File: src/rtl/shift_sequencer.sv
// shift_sequencer: multi-cycle ARM shifter-operand sequencer.
// Latches an instruction on start, decodes the shifter operation in LOAD, and
// iterates the shift STEP bits per cycle before presenting result/cout on done.
// Optional feature macro: SHIFT_BY_REG_EN enables register-specified shift
// amounts (instr[27:25]=000 with instr[4]=1, amount from rs_val[7:0]).
module shift_sequencer #(
  parameter int STEP  = 1,
  parameter int CNT_W = 6
) (
  input  logic        clk,
  input  logic        rst_n,
  input  logic        start,
  input  logic [31:0] instr,
  input  logic [31:0] rm_val,
  input  logic [31:0] rs_val,
  input  logic        cin,
  output logic        busy,
  output logic        done,
  output logic [31:0] result,
  output logic        cout
);

  localparam logic [CNT_W-1:0] STEP_C = CNT_W'(STEP);
  localparam logic [CNT_W-1:0] FULL_C = CNT_W'(32);

  typedef enum logic [1:0] {
    S_IDLE,
    S_LOAD,
    S_SHIFT,
    S_DONE
  } state_t;

  typedef enum logic [2:0] {
    OP_LSL,
    OP_LSR,
    OP_ASR,
    OP_ROR,
    OP_RRX
  } op_t;

  state_t state_q, state_d;

  // Captured request
  logic [2:0]  cls_q;
  logic [11:0] imm_q;
  logic [31:0] a_q;
  logic        cin_q;
  logic [7:0]  ramt;
  logic        use_reg;

  // Decode results (valid in LOAD)
  logic [31:0]      ld_w;
  logic             ld_c;
  logic [CNT_W-1:0] ld_n;
  op_t              ld_op;

  // Working state
  logic [31:0]      w_q;
  logic             c_q;
  op_t              op_q;
  logic [CNT_W-1:0] rem_q;

  // One shift step
  logic [CNT_W-1:0] s_amt;
  logic [CNT_W-1:0] rem_next;
  logic [31:0]      st_w;
  logic             st_c;

  logic [4:0] amt;
  logic [1:0] sh;
  logic       shift_form;
  logic       unused_bits;

`ifdef SHIFT_BY_REG_EN
  logic [7:0] rs_q;
  assign ramt        = rs_q;
  assign use_reg     = (cls_q == 3'b000) && imm_q[4];
  assign unused_bits = ^{instr[31:28], instr[24:12], rs_val[31:8]};
`else
  assign ramt        = 8'd0;
  assign use_reg     = 1'b0;
  assign unused_bits = ^{instr[31:28], instr[24:12], rs_val};
`endif

  assign amt        = imm_q[11:7];
  assign sh         = imm_q[6:5];
  assign shift_form = (cls_q == 3'b000) ||
                      ((cls_q == 3'b011) && (imm_q[11:4] != 8'd0));

  // Applies up to STEP single-bit shifts; carry always holds the last bit out.
  function automatic logic [32:0] shift_bits(input logic [31:0]      w,
                                             input logic             c,
                                             input op_t              op,
                                             input logic [CNT_W-1:0] s);
    logic [31:0]        r;
    logic               rc;
    logic               lsb;
    logic signed [31:0] sw;
    r   = w;
    rc  = c;
    lsb = 1'b0;
    sw  = '0;
    for (int i = 0; i < STEP; i++) begin
      if (i < int'(s)) begin
        case (op)
          OP_LSL: begin
            rc = r[31];
            r  = {r[30:0], 1'b0};
          end
          OP_LSR: begin
            rc = r[0];
            r  = {1'b0, r[31:1]};
          end
          OP_ASR: begin
            rc = r[0];
            sw = r;
            r  = sw >>> 1;
          end
          OP_ROR: begin
            r  = {r[0], r[31:1]};
            rc = r[31];
          end
          default: begin
            lsb = r[0];
            r   = {rc, r[31:1]};
            rc  = lsb;
          end
        endcase
      end
    end
    return {rc, r};
  endfunction

  // Decode the captured instruction into working value, carry, op and count.
  // The #0 encodings of LSR/ASR resolve here without iterating.
  always_comb begin
    ld_w  = a_q;
    ld_c  = cin_q;
    ld_n  = '0;
    ld_op = OP_LSL;
    if (shift_form && use_reg) begin
      if (ramt != 8'd0) begin
        case (sh)
          2'b00, 2'b01: begin
            ld_op = (sh == 2'b00) ? OP_LSL : OP_LSR;
            if (ramt > 8'd32) begin
              ld_w = '0;
              ld_c = 1'b0;
              ld_n = FULL_C;
            end else begin
              ld_n = CNT_W'(ramt);
            end
          end
          2'b10: begin
            ld_op = OP_ASR;
            ld_n  = (ramt >= 8'd32) ? FULL_C : CNT_W'(ramt);
          end
          default: begin
            ld_op = OP_ROR;
            if (ramt[4:0] == 5'd0) begin
              ld_c = a_q[31];
            end else begin
              ld_n = CNT_W'(ramt[4:0]);
            end
          end
        endcase
      end
    end else if (shift_form) begin
      case (sh)
        2'b00: begin
          ld_op = OP_LSL;
          ld_n  = CNT_W'(amt);
        end
        2'b01: begin
          ld_op = OP_LSR;
          if (amt == 5'd0) begin
            ld_w = '0;
            ld_c = a_q[31];
          end else begin
            ld_n = CNT_W'(amt);
          end
        end
        2'b10: begin
          ld_op = OP_ASR;
          if (amt == 5'd0) begin
            ld_w = {32{a_q[31]}};
            ld_c = a_q[31];
          end else begin
            ld_n = CNT_W'(amt);
          end
        end
        default: begin
          if (amt == 5'd0) begin
            ld_op = OP_RRX;
            ld_n  = CNT_W'(1);
          end else begin
            ld_op = OP_ROR;
            ld_n  = CNT_W'(amt);
          end
        end
      endcase
    end else if (cls_q == 3'b001) begin
      ld_w  = {24'b0, imm_q[7:0]};
      ld_op = OP_ROR;
      ld_n  = CNT_W'({imm_q[11:8], 1'b0});
    end else if (cls_q == 3'b010) begin
      ld_w = {20'b0, imm_q};
    end
  end

  // One iteration: shift by min(STEP, remaining) and update the count.
  always_comb begin
    s_amt        = (rem_q < STEP_C) ? rem_q : STEP_C;
    {st_c, st_w} = shift_bits(w_q, c_q, op_q, s_amt);
    rem_next     = rem_q - s_amt;
  end

  // Next-state logic and handshake outputs.
  always_comb begin
    state_d = state_q;
    busy    = (state_q != S_IDLE);
    done    = (state_q == S_DONE);
    case (state_q)
      S_IDLE:  if (start) state_d = S_LOAD;
      S_LOAD:  state_d = (ld_n == '0) ? S_DONE : S_SHIFT;
      S_SHIFT: if (rem_next == '0) state_d = S_DONE;
      default: state_d = S_IDLE;
    endcase
  end

  // State register.
  always_ff @(posedge clk or negedge rst_n) begin
    if (!rst_n) state_q <= S_IDLE;
    else        state_q <= state_d;
  end

  // Remaining-shift counter.
  always_ff @(posedge clk or negedge rst_n) begin
    if (!rst_n) begin
      rem_q <= '0;
    end else if (state_q == S_LOAD) begin
      rem_q <= ld_n;
    end else if (state_q == S_SHIFT) begin
      rem_q <= rem_next;
    end
  end

  // Result and carry are written on the edge into DONE and held afterwards.
  always_ff @(posedge clk or negedge rst_n) begin
    if (!rst_n) begin
      result <= '0;
      cout   <= 1'b0;
    end else if (state_q == S_LOAD && ld_n == '0) begin
      result <= ld_w;
      cout   <= ld_c;
    end else if (state_q == S_SHIFT && rem_next == '0) begin
      result <= st_w;
      cout   <= st_c;
    end
  end

  // Request capture and working register; contents only matter while busy.
  always_ff @(posedge clk) begin
    if (state_q == S_IDLE && start) begin
      cls_q <= instr[27:25];
      imm_q <= instr[11:0];
      a_q   <= rm_val;
      cin_q <= cin;
`ifdef SHIFT_BY_REG_EN
      rs_q  <= rs_val[7:0];
`endif
    end
    if (state_q == S_LOAD) begin
      w_q  <= ld_w;
      c_q  <= ld_c;
      op_q <= ld_op;
    end else if (state_q == S_SHIFT) begin
      w_q <= st_w;
      c_q <= st_c;
    end
  end

endmodule

File: config.mk
export PLATFORM = sky130hd
export DESIGN_NAME = shift_sequencer
export DESIGN_NICKNAME = d
export VERILOG_FILES = /design/src/rtl/shift_sequencer.sv
export SDC_FILE = /design/constraint.sdc
export NUM_CORES = 1
export LEC_CHECK = 0
export BUFFER_PORTS_ARGS = -buffer_cell sky130_fd_sc_hd__clkbuf_2
export CAP_MARGIN = 25
export CORE_MARGIN = 3
export CORE_UTILIZATION = 55
export CTS_CLUSTER_SIZE = 20
export DETAILED_ROUTE_END_ITERATION = 10
export MAX_ROUTING_LAYER = met4
export PLACE_DENSITY = 0.84
export SYNTH_ARGS = -nofsm -noshare
export SYNTH_HDL_FRONTEND = slang
export SYNTH_SLANG_ARGS = --single-unit
export TNS_END_PERCENT = 10
File: constraint.sdc
create_clock -name clk -period 4.15 [get_ports clk]
set_clock_uncertainty 0.05 [all_clocks]
set_input_delay 0 -clock clk [delete_from_list [all_inputs] [get_ports clk]]
set_output_delay 0 -clock clk [all_outputs]
set_load 0.01 [all_outputs]
==> results of run 1 <==
## worst max-delay path by stage
| stage | start | endpoint |
|---|---|---|
| after floorplan | rem_q[2]$_DFFE_PN0P_ | result[12]$_DFFE_PN0P_ |
| after global placement | rem_q[2]$_DFFE_PN0P_ | result[1]$_DFFE_PN0P_ |
| after detailed placement | rem_q[2]$_DFFE_PN0P_ | result[2]$_DFFE_PN0P_ |
| after CTS | rem_q[2]$_DFFE_PN0P_ | result[2]$_DFFE_PN0P_ |
| after global routing | rem_q[2]$_DFFE_PN0P_ | result[2]$_DFFE_PN0P_ |
| final | rem_q[2]$_DFFE_PN0P_ | result[2]$_DFFE_PN0P_ |
## per-stage QoR
stage	util, %	instance area, µm²
final	72.0	8430
after global routing	72.0	8430
after CTS	71.6	8380
after detailed placement	62.1	7280
after global placement	62.1	7280
after floorplan	-	6770
## sequential cells by signal, summed over array words and instances, names as in the netlist
register	count
cin_q	1
w_q	32
cout	1
rem_q	6
a_q	32
cls_q	3
state_q	2
op_q	3
imm_q	12
c_q	1
result	32
## layer usage
layer / vias up / GRT usage [%] / part of all wire, % / wire [µm]
met4: 0 / 11.0 / 2.0 / 333
met5: - / - / 0 / 0
met2: 241 / 43.2 / 51 / 8550
li1: 2432 / - / - / -
met3: 37 / 6.89 / 6.6 / 1120
met1: 2514 / 30.9 / 41 / 6900
## power breakdown
group	total, W	internal [W]	switching [W]	leakage (nW)
Clock	0.00153	0.000989	0.000538	0.288
Combinational	0.00268	0.00114	0.00154	1.79
Sequential	0.00242	0.00203	0.000388	1.30
## worst max-delay path, cell delays in order (launching register included)
cell	delay, ns
dfrtp_1	0.48
nor4_4	0.31
and2_2	0.19
or2_2	0.10
ha_1	0.19
or4b_1	0.46
o311a_1	0.15
nor3b_2	0.18
buf_4	0.55
mux2i_1	0.27
mux2i_1	0.10
## cell families (layout without fill, tap and decap cells)
logic type / Yosys count / count (layout)
AOI/OAI and AO/OA: 143 / 143
muxes: 130 / 130
DFF: 125 / 125
and+or+nand+nor: 105 / 105
buffers and inverters: 55 / 192
adders and majority gates: 10 / 10
xor gates and xnor gates: 1 / 1
## cells in the final DEF, fill, tap and decap left out, types with 12 or more instances in the layout
master / instances
dfrtp_1: 41
inv_1: 12
o21a_1: 33
mux2i_1: 129
clkbuf_2: 85
clkbuf_16: 17
nor2_1: 21
dlygate4sd3_1: 50
nand3_1: 37
edfxtp_1: 84
o21ai_0: 42
a31oi_1: 23
## area by class of cell
type / instances / area (µm²)
fillers: 783 / 3280
well taps: 143 / 179
inverters: 12 / 45.0
multi-input cells: 389 / 3000
clock buffers: 17 / 425
clock inverters: 15 / 178
flip-flops and latches: 125 / 3550
repair buffers: 148 / 1060
## what timing repair did
item / 4_1_cts / 5_1_grt
endpoints found under the hold margin: 90 / 0
gates resized for setup: 0 / 0
hold buffers: 50 / 0
==> impl_results.md, run 1 <==
* Post-synthesis xor/xnor area fraction at 0.129%
* Mux cell area share after synthesis at 19.2%
* Slew @ Worst Pin at ~1 ns
* Port Buf Inserts at 85
* Row Count at 39
* Pre-CTS setup slack at 0.981 ns
* Area contributors post-synth: edfxtp_1 (37%), mux2i_1 (19%), dfrtp_1 (15%), o21a_1 (3.7%), o21ai_0 (3.1%)
* CP Class: register to register
* Synth warn at 0
* Worst R2R Setup Slack at 0.96 ns
* CP required at approximately 4.4 ns
* Post-Synthesis Cell Area at around 6800 µm²
* Overall power at approximately 0.0066 W
* Via/cell ratio at slightly above 6
* # DRC at 0
* CP arrival at 3.42 ns
* Finished Layout Cells at 849
* Status: completed
* RePlAce Congestion at 0.889
* Finish-stage setup viols at 0
* Setup WS post-layout at about 0.96 ns
* Synth cell types at 56
* Clk_lat worst skew at ~0.42 ns
* FFs w/ async S/R, synth at approximately a third
* IO Pins at between 100 and 150
* H-Tree Depth at 4
* DRT Wirelength at 16900 µm
* Worst setup EP type: register
* Crit Reg-Reg Endpoint: result[2]$_DFFE_PN0P_
* FF-to-FF Start: rem_q[2]$_DFFE_PN0P_
* Drt first-iter violations at between 500 and 600
* Synth top cells by count: mux2i_1 (129), edfxtp_1 (84), o21ai_0 (42)
* Final hold vios at 0
* Post-synth top area share at 37.3%
* Tmin final at between 3 and 4 ns
* Max-cap viol count at 0
* Synth Area in Adders at between 1.5 and 2%
* LEAKAGE at approximately 3.4 nW
* Initial antenna violation count at 0
* Synth Area in Compound Gates at between 10 and 15%
* Initial Util at about 58%
* Layout cells sized above 1 at approximately 20%
* Main combinational cell family by area after synthesis: multiplexers
* Nets at around 800
* Unrepaired setup endpoints after global routing: no
* Area grow syn2layout at 24.5%
* Seq/Total Area, Yosys at 52.4%
* Antenna diode count at 0
* Post-synth EDFFs at 84
* CORE AREA at 11700 µm²
* Gr ovfl total at 0
* Mapped Nets at between 600 and 700
* Tcrit/Tclk final at 77.0%
* Largest net degree at the start of global routing at 66
* Yosys top cell by area: edfxtp_1
* Total CTS buffers at 17
* First-pass GRT wire length at ~27000 µm
* Crit path max fanout at 33
* #FFs+latches synth at about 130
* Tot GR Track Use at between 20% and 30%
* Number of global-route vias before repair at between 5000 and 6000
* Most frequent cell after synthesis: mux2i_1
* CTS max path bufs at 2
* CTS sink cnt at about 130
* Post-synth top flop: edfxtp_1
* R2R depth at 10
* Placed insts at ~770
* Post-Syn Area per Cell at approximately 12 µm²
* TritonRoute pass-1 iters at 5
* Fmax at around 310 MHz
* Post-route ant nets at 0
* Die Y at 117 µm
* Die extent in x at 117 µm
* HP Class: input pin to asynchronous set/reset pin
* Postcts setup bufs at 0
* TritonCTS clock tree: done
* Final Max Tran Viols at 0
* Hold slack at between 0.15 and 0.2 ns
* Maximum vdd drop at approximately 0.00043 V
* Power Density at about 790 nW/µm²
* Crit path launch type: register
* Die footprint at around 14000 µm²
* Setup_tns at 0 ns
* Synth Instances at 569
* Vias at between 5000 and 6000
* Slew headroom at 33.1%
* Wire length per cell at ~20 µm
* Worst-path clk slew at 0.06 ns
* HPWL after DPL at between 9000 and 10000 µm
* Clock root cell: clkbuf_16
* Simple-Gate Fraction of Synth Area at under 10%
(Power assumes the default switching activity.)
==> run 2, diff against run 1 <==
--- a/config.mk
+++ b/config.mk
@@ -8,11 +8,11 @@
 export BUFFER_PORTS_ARGS = -buffer_cell sky130_fd_sc_hd__clkbuf_2
 export CAP_MARGIN = 25
 export CORE_MARGIN = 3
-export CORE_UTILIZATION = 55
+export CORE_UTILIZATION = 50
 export CTS_CLUSTER_SIZE = 20
 export DETAILED_ROUTE_END_ITERATION = 10
 export MAX_ROUTING_LAYER = met4
-export PLACE_DENSITY = 0.84
+export PLACE_DENSITY = 0.8
 export SYNTH_ARGS = -nofsm -noshare
 export SYNTH_HDL_FRONTEND = slang
 export SYNTH_SLANG_ARGS = --single-unit
==> constraint.sdc (replaced) <==
create_clock -name clk -period 2.63 [get_ports clk]
set_clock_uncertainty 0.05 [all_clocks]
set_input_delay 0 -clock clk [delete_from_list [all_inputs] [get_ports clk]]
set_output_delay 0 -clock clk [all_outputs]
set_load 0.01 [all_outputs]
==> run 2 against run 1 <==
The run now ends with setup timing left; clock power rose by 48%; worst setup slack got worse by 1.1 ns; via count rose by 2.3%; clock-buffer cell count rose by 4; critical endpoint is now result[14]$_DFFE_PN0P_.
==> impl_results.md, run 2 (synthesis results as in run 1) <==
* Status: complete, but fails checks
* Failing checks: setup timing
* IO Pins at ~140
* Initial Util at a little over half
* Clock root cell: clkbuf_16
* Finish-stage setup viols at 33
* Fin area at about 8700 µm²
* Antenna diode count at 0
* CTS max path bufs at 2
* Psw at around 0.0040 W
* Unrepaired setup endpoints after global routing: yes
* Setup_tns at -2.84 ns
* Slew @ Worst Pin at between 0.6 and 0.7 ns
* Largest registers: a_q x32, result x32, w_q x32
* Via/cell ratio at just under 6
* Setup WS post-layout at -0.148 ns
* Die footprint at ~15000 µm²
* Largest incremental delay on the critical path at ~0.43 ns
* Slowest library cell on the worst path: or4b_1
* Fin util at roughly two thirds
* Most common library cell in the layout ignoring fill and taps: mux2i_1
* HPWL after DPL at 10900 µm
* CORE AREA at about 13000 µm²
* H-Tree Depth at 4
* Gr ovfl total at 0
* Slew headroom at 58.4%
* Worst setup EP type: register
* Sw frac at between 30 and 40%
* Crit path launch type: register
* TritonCTS clock tree: done
* CTS sink cnt at between 100 and 150
* Crit path max fanout at 4
* DRT Wirelength at 17500 µm
* Top cell by count, worst path: mux2i_1
* Drt first-iter violations at between 500 and 600
* Row Count at 41
* Wire length per cell at just under 20 µm
* First-pass GRT wire length at roughly 28000 µm
* Nets at a little over 800
* Die Y at between 100 and 150 µm
* Final Max Tran Viols at 0
* CP arrival at around 3 ns
* Internal Power at about 0.0067 W
* Largest net degree at the start of global routing at 66
* Power Density at between 1000 and 1500 nW/µm²
* Clk_lat worst skew at 0.42 ns
* Sequential power share at between 30 and 40%
* Number of global-route vias before repair at ~5500
* LEAKAGE at about 3.5 nW
* Comb pwr share at a little over two fifths
* Layout cells sized above 1 at 23.3%
* Post-route ant nets at 0
* Initial antenna violation count at 0
* Hold slack at roughly 0.15 ns
* Port Buf Inserts at 85
* Overall power at about 0.011 W
* Worst R2R Setup Slack at -0.15 ns
* CP required at 2.87 ns
* Area grow syn2layout at 28.6%
* Total CTS buffers at 17
* Final hold vios at 0
* Tot GR Track Use at 24.8%
* Clock Power Share at 21.4%
* Placed inst area at ~7500 µm²
* Fill cells at 942
* RePlAce Congestion at roughly 0.88
* Worst-path clk slew at ~0.05 ns
* Tmin final at 2.78 ns
* Maximum vdd drop at between 0.0006 and 0.0007 V
* Most frequent cells in the layout: mux2i_1 (127), clkbuf_2 (85), edfxtp_1 (84), dlygate4sd3_1 (50), o21ai_0 (42)
* CP cell instances: nor4_4 -> and2_4 -> or2_4 -> ha_4 -> or4b_1 -> o311a_1 -> nor3b_4 -> buf_6 -> clkbuf_16 -> mux2i_1 -> mux2i_1
* Die extent in x at approximately 120 µm
* Tcrit/Tclk final at 106%
* Max-cap viol count at 0
* # DRC at 0
* HP Class: input pin to asynchronous set/reset pin
* Fmax at 360 MHz
* CP Class: register to register
* TritonRoute pass-1 iters at 7
* Vias at 5345
run 2: area by class of cell:
| cell class | instances | area [µm²] | area share [%] |
|---|---|---|---|
| clock inverters | 11 | 124 | 1.42 |
| clock buffers | 21 | 440 | 5.06 |
| flip-flops and latches | 125 | 3550 | 40.8 |
| multi-input cells | 389 | 3060 | 35.1 |
| repair buffers | 171 | 1270 | 14.6 |
| well taps | 172 | 215 | 2.47 |
| inverters | 12 | 45.0 | 0.517 |
run 2: what timing repair did:
item | in CTS | in global routing
resized for setup | 2 | 8
setup buffers | 1 | 0
setup endpoints to repair | 33 | 40
pin swaps | 3 | 3
hold buffers | 50 | 0
endpoints found under the hold margin | 90 | 0
gates cloned | 1 | 1
run 2: routing by layer:
metal  global-route usage (%)  part of all wire [%]  routed length [µm]  vias to the layer above
met3                     5.53                   7.3                1290                       34
li1                         -                     -                   -                     2489
met2                     40.5                    50                8780                      260
met5                        -                     0                   0                        -
met1                     30.6                    41                7160                     2562
met4                     8.47                   1.8                 323                        0
run 2: worst paths after layout:
check | from | endpoint | cells past startpoint
max | rem_q[0]$_DFFE_PN0P_ | result[14]$_DFFE_PN0P_ | 11
min | rst_n | result[26]$_DFFE_PN0P_ | 3
max reg2reg | rem_q[0]$_DFFE_PN0P_ | result[14]$_DFFE_PN0P_ | 11
min reg2reg | rem_q[5]$_DFFE_PN0P_ | rem_q[5]$_DFFE_PN0P_ | 1
max in group asynchronous | rst_n | rem_q[0]$_DFFE_PN0P_ | 3
min in group clk | instr[2] | imm_q[2]$_DFFE_PP_ | 2
run 2: critical path: cells and delay by family (launching register included):
kind / cells / cell delay [ns]
AOI/OAI and AO/OA: 1 / 0.16
and+or+nand+nor: 5 / 1.21
DFF: 1 / 0.42
adders and majority gates: 1 / 0.11
buffers and inverters: 2 / 0.35
muxes: 2 / 0.35
run 2: metrics by stage:
stage | std cells | worst slack, ns
finish | 901 | -0.148
global route | 901 | -0.292
CTS | 900 | -0.169
detailed placement | 816 | -0.176
global placement | 816 | -0.0154
floorplan | 569 | -0.424
run 2: power by group through the flow:
stage               combinational, W  sequential (W)  clock, W
finish                       0.00459         0.00378   0.00227
global route                 0.00502         0.00384   0.00238
CTS                          0.00450         0.00374   0.00230
detailed placement           0.00440         0.00376         0
global placement             0.00422         0.00372         0
floorplan                    0.00309         0.00371         0
